**src/rtl/conv_sequencer.sv**
```systemverilog
// Address/control sequencer for a KxK valid-mode convolution over one image plane.
// It feeds an external MAC and collects one quantized result per output position.
module conv_sequencer #(
  parameter int IMG_W    = 28,
  parameter int IMG_H    = 28,
  parameter int K        = 3,
  parameter int ADDR_W   = 10,
  parameter int SAVE_LAT = 3,
  parameter int OUT_LAT  = 2
) (
  input  logic              clk,
  input  logic              reset,
  input  logic              start,
  output logic              busy,
  output logic              done,
  output logic [ADDR_W-1:0] img_addr,
  input  logic [7:0]        img_rdata,
  output logic [7:0]        w_addr,
  input  logic [7:0]        w_rdata,
  output logic              clken,
  output logic              sload,
  output logic              save,
  output logic [7:0]        signal,
  output logic [7:0]        weight,
  input  logic [7:0]        convout,
  output logic              out_valid,
  output logic [ADDR_W-1:0] out_addr,
  output logic [7:0]        out_data
);
  localparam int NOUT = (IMG_W - K + 1) * (IMG_H - K + 1);
  localparam logic [ADDR_W-1:0] COL_MAX  = ADDR_W'(IMG_W - K);
  localparam logic [ADDR_W-1:0] ROW_MAX  = ADDR_W'(IMG_H - K);
  localparam logic [ADDR_W-1:0] OUT_LAST = ADDR_W'(NOUT - 1);
  localparam logic [7:0]        K_MAX    = 8'(K - 1);

  typedef enum logic [1:0] {IDLE, RUN, DRAIN, DONE} state_t;
  state_t state;

  logic [ADDR_W-1:0] col, row;
  logic [7:0]        kx, ky;
  logic              iss_vld, iss_first, iss_last;
  logic              dat_vld, dat_last;
  // Shift registers carry any number of windows in flight, one bit per cycle.
  logic [SAVE_LAT-1:0] save_pipe;
  logic [OUT_LAT-1:0]  out_pipe;
  logic win_last, pass_last, final_out;

  assign win_last  = (kx == K_MAX) && (ky == K_MAX);
  assign pass_last = win_last && (col == COL_MAX) && (row == ROW_MAX);
  assign save      = save_pipe[SAVE_LAT-1];
  assign out_valid = out_pipe[OUT_LAT-1];
  assign final_out = out_valid && (out_addr == OUT_LAST);
  assign signal    = dat_vld ? img_rdata : 8'd0;
  assign weight    = dat_vld ? w_rdata : 8'd0;
  assign out_data  = out_valid ? convout : 8'd0;

  always_ff @(posedge clk) begin
    if (!reset) begin
      state     <= IDLE;
      busy      <= 1'b0;
      done      <= 1'b0;
      clken     <= 1'b0;
      sload     <= 1'b0;
      img_addr  <= '0;
      w_addr    <= '0;
      out_addr  <= '0;
      col       <= '0;
      row       <= '0;
      kx        <= '0;
      ky        <= '0;
      iss_vld   <= 1'b0;
      iss_first <= 1'b0;
      iss_last  <= 1'b0;
      dat_vld   <= 1'b0;
      dat_last  <= 1'b0;
      save_pipe <= '0;
      out_pipe  <= '0;
    end else begin
      iss_vld   <= 1'b0;
      iss_first <= 1'b0;
      iss_last  <= 1'b0;
      dat_vld   <= iss_vld;
      dat_last  <= iss_vld & iss_last;
      sload     <= iss_vld & iss_first;
      save_pipe <= (save_pipe << 1) | SAVE_LAT'(dat_last);
      out_pipe  <= (out_pipe << 1) | OUT_LAT'(save);
      clken     <= iss_vld | (clken & ~final_out);
      done      <= 1'b0;
      if (out_valid) out_addr <= out_addr + 1'b1;
      case (state)
        IDLE: if (start) begin
          state    <= RUN;
          busy     <= 1'b1;
          out_addr <= '0;
          col      <= '0;
          row      <= '0;
          kx       <= '0;
          ky       <= '0;
        end
        RUN: begin
          iss_vld   <= 1'b1;
          iss_first <= (kx == 8'd0) && (ky == 8'd0);
          iss_last  <= win_last;
          img_addr  <= ADDR_W'((32'(row) + 32'(ky)) * 32'(IMG_W) + 32'(col) + 32'(kx));
          w_addr    <= 8'(32'(ky) * 32'(K) + 32'(kx));
          if (kx == K_MAX) begin
            kx <= '0;
            if (ky == K_MAX) begin
              ky <= '0;
              if (col == COL_MAX) begin
                col <= '0;
                row <= row + 1'b1;
              end else begin
                col <= col + 1'b1;
              end
            end else begin
              ky <= ky + 1'b1;
            end
          end else begin
            kx <= kx + 1'b1;
          end
          if (pass_last) state <= DRAIN;
        end
        DRAIN: if (final_out) begin
          state <= DONE;
          busy  <= 1'b0;
          done  <= 1'b1;
        end
        default: state <= IDLE;
      endcase
    end
  end
endmodule

```
**config.mk**
```make
export PLATFORM = sky130hd
export DESIGN_NAME = conv_sequencer
export DESIGN_NICKNAME = d
export VERILOG_FILES = /design/src/rtl/conv_sequencer.sv
export SDC_FILE = /design/constraint.sdc
export NUM_CORES = 1
export LEC_CHECK = 0
export CORE_MARGIN = 8
export CORE_UTILIZATION = 54
export CTS_CLUSTER_SIZE = 30
export DETAILED_ROUTE_END_ITERATION = 12
export PLACE_DENSITY_LB_ADDON = 0.25
export SKIP_CTS_REPAIR_TIMING = 1
export SYNTH_ARGS = -nofsm -noshare
export SYNTH_HDL_FRONTEND = slang
export SYNTH_SLANG_ARGS = --single-unit
```
**constraint.sdc**
```tcl
create_clock -name clk -period 5.1 [get_ports clk]
set_clock_uncertainty 0.2 [all_clocks]
set_input_delay 1.275 -clock clk [delete_from_list [all_inputs] [get_ports clk]]
set_output_delay 1.275 -clock clk [all_outputs]
set_load 0.05 [all_outputs]
```
==> impl_metrics.json <==
{
  "critical_path.startpoint": "row[0]",
  "dpl.hpwl_um": 9520,
  "timing.final.crit_share_pct": 93.7,
  "num_vias": 4169,
  "wl_per_cell_um": 14.9,
  "port_buffers": 84,
  "fp.coreArea_um2": 9550,
  "cp_common_cell": "fa_1",
  "wirelength_um": 11900,
  "avgSynthCellArea_um2": 9.04,
  "status": "finished, final reports clean",
  "layout-drive-gt1-share_pct": 4.93,
  "clk_pin_slew_ps": 90,
  "fp-row-count": 36,
  "critPathArrivalTime_ps": 4820,
  "stdcell_area_um2": 6410,
  "root_buffer": "clkbuf_8",
  "period_minus_slack_ps": 4780,
  "critPathCapture": "img_addr[9]",
  "rsz0062_at_grt": "false",
  "drt_iter0_markers": 207,
  "first_pass_iters": 5,
  "grt_pass1_vias": 4265,
  "syn_inst": 575,
  "gr-total-overflow": 0,
  "insertion_delay_ps": 370,
  "placed_area_um2": 6190,
  "synth_async_sr_flop_share_pct": 0,
  "min_from": "save_pipe[0]",
  "finalSetupViolCount": 0,
  "area_growth_pct": 23.3,
  "ys_warn_count": 0,
  "cp_max_fo": 6,
  "slew_violations": 0,
  "endpoint_kind": "flip-flop",
  "cp_data_required_time_ps": 5140,
  "synth-edff-count": 0,
  "synth-seq-cells": 80,
  "critPathKind": "flip-flop to flip-flop",
  "syn_nets": 677,
  "fmax_mhz": 209,
  "synth_area_um2": 5200,
  "critPathLaunchType": "flip-flop",
  "maxSlewHeadroom_pct": 35.4,
  "r2r_slack_ps": 320,
  "hold_viol_final": 0,
  "final_cell_mix": "84 x clkdlybuf4s50_1, 80 x dfxtp_1, 65 x nor2_1, 57 x ha_1, 53 x inv_1",
  "peakVddDrop_uv": 227,
  "start_util_pct": 54.4,
  "grt_antenna_before_repair": 0,
  "cts_made_buffers": 9,
  "r2r_start": "row[0]",
  "timing.setup.tns_ps": 0,
  "cts_tree": "done",
  "fp.dieH_um": 114,
  "ctsHtreeMaxLevel": 3,
  "die_w_um": 114,
  "drcViolationCount": 0,
  "groute.usage.overall_pct": 18.8,
  "power.density_nw_per_um2": 323,
  "maxCapViolCount": 0,
  "critPathMaxStageDelay_ps": 520,
  "reg2regPathDepth": 16,
  "clock_sinks": 80,
  "grt_max_degree": 30,
  "cpMaxStageDelayCell": "fa_1",
  "yosysSeqAreaShare_pct": 30.8,
  "viasPerCell": 5.20,
  "finalNetCount": 766,
  "io_pins": 85,
  "hold_path_class": "flip-flop to flip-flop",
  "crit_chain": "ha_1, fa_1, xor2_2, fa_1, ha_1, inv_1, fa_1, xnor2_1, fa_1, ha_1, nand2_1, o21ai_0, o41ai_2, xnor2_1, xnor2_1, a21oi_1",
  "die_area_um2": 13000,
  "tightest_slew_ps": 966,
  "mostFrequentLayoutCell": "clkdlybuf4s50_1",
  "synth_ff_type": "dfxtp_1",
  "cts_buffer_depth": 2,
  "diodes": 0,
  "grt_first_pass_wirelength_um": 19700,
  "r2r_end": "img_addr[9]",
  "ant_nets": 0,
  "leakagePower_nw": 2.72,
  "gp_congestion": 0.911,
  "netlist-cell-type-count": 54
}
## sequential cells by signal, indices dropped and copies added, names as in the netlist, 2 cells and up
signal,cells
ky,8
out_pipe,2
row,10
save_pipe,3
kx,8
out_addr,10
col,10
w_addr,8
state,2
img_addr,10
## layout make-up
class	count	area [um2]
well taps	133	166
multi-input cells	431	3370
repair buffers	88	871
inverters	54	203
clock inverters	5	56.3
fillers	778	3140
clock buffers	11	141
flip-flops and latches	80	1600
## worst max-delay path: cells and delay by family (launching register included)
family                     cells  cell delay [ps]
adders and majority gates      7             2600
xor gates and xnor gates       4              750
AOI/OAI and AO/OA              3              550
DFF                            1              380
and+or+nand+nor                1               80
buffers and inverters          1               60
## cell usage after synthesis, drive strengths merged, types with 2 or more instances
master	count	area (um2)
nand3b	2	15.0
nor2b	14	87.6
xor2	17	149
nor3	12	75.1
inv	53	199
mux2i	12	120
nand3	17	97.6
nand4	9	77.6
dfxtp	80	1600
a21oi	27	146
o21bai	2	15.0
and2	30	188
a21o	10	75.1
nand2	29	109
or3	5	31.3
nor2	66	250
ha	57	713
o21ai	18	90.1
a211oi	4	30.0
clkbuf	6	22.5
a31oi	2	12.5
o21a	5	37.5
and3	6	37.5
nor4b	2	17.5
a22oi	2	15.0
nor4	4	52.6
a41o	2	20.0
fa	18	360
a21boi	2	18.8
xnor2	45	394
buf	4	17.5
o31ai	2	15.0
## metal layers
| metal | GRT usage, % | part of all wire (%) | wire length (um) |
|---|---|---|---|
| met1 | 21.4 | 43 | 5110 |
| met4 | 9.32 | 2.3 | 272 |
| met2 | 32.7 | 48 | 5770 |
| met5 | 0 | 0 | 0 |
| met3 | 4.01 | 6.7 | 796 |
## report_power, final
group | internal [mW] | switching, mW
Clock | 0.239 | 0.236
Combinational | 0.321 | 0.533
Sequential | 0.680 | 0.0596
## worst min-delay path by stage
stage	depth (start not counted)	end	slack, ps
floorplan	1	out_pipe[1]	210
global placement	1	save_pipe[1]	220
detailed placement	1	save_pipe[0]	220
CTS	1	save_pipe[0]	250
global route	1	save_pipe[1]	260
finish	1	save_pipe[1]	240
## logic make-up (layout without fill, tap and decap cells)
| group | after synthesis | count (layout) | synth area share (%) |
|---|---|---|---|
| AO/OA/AOI/OAI | 81 | 81 | 9.99 |
| XOR/XNOR | 63 | 63 | 10.9 |
| adder cells (fa/ha/maj) | 75 | 75 | 20.7 |
| buffers and inverters | 64 | 158 | 4.67 |
| flip-flops | 80 | 80 | 30.8 |
| multiplexers | 12 | 12 | 2.31 |
| AND/OR/NAND/NOR | 200 | 200 | 20.7 |
## stage by stage
stage | power (mW) | worst slack, ps | utilization (%) | cells | hold WS (ps)
2_1_floorplan | 1.36 | 587 | - | 575 | 212
3_3_place_gp | 1.59 | 455 | 64.9 | 786 | 219
3_5_place_dp | 1.61 | 249 | 64.9 | 786 | 224
4_1_cts | 2.09 | 215 | 66.9 | 802 | 247
5_1_grt | 2.21 | 82.9 | 67.1 | 802 | 264
6_report | 2.07 | 323 | 67.1 | 802 | 243
No activity file was read; power rests on OpenSTA's default activity.
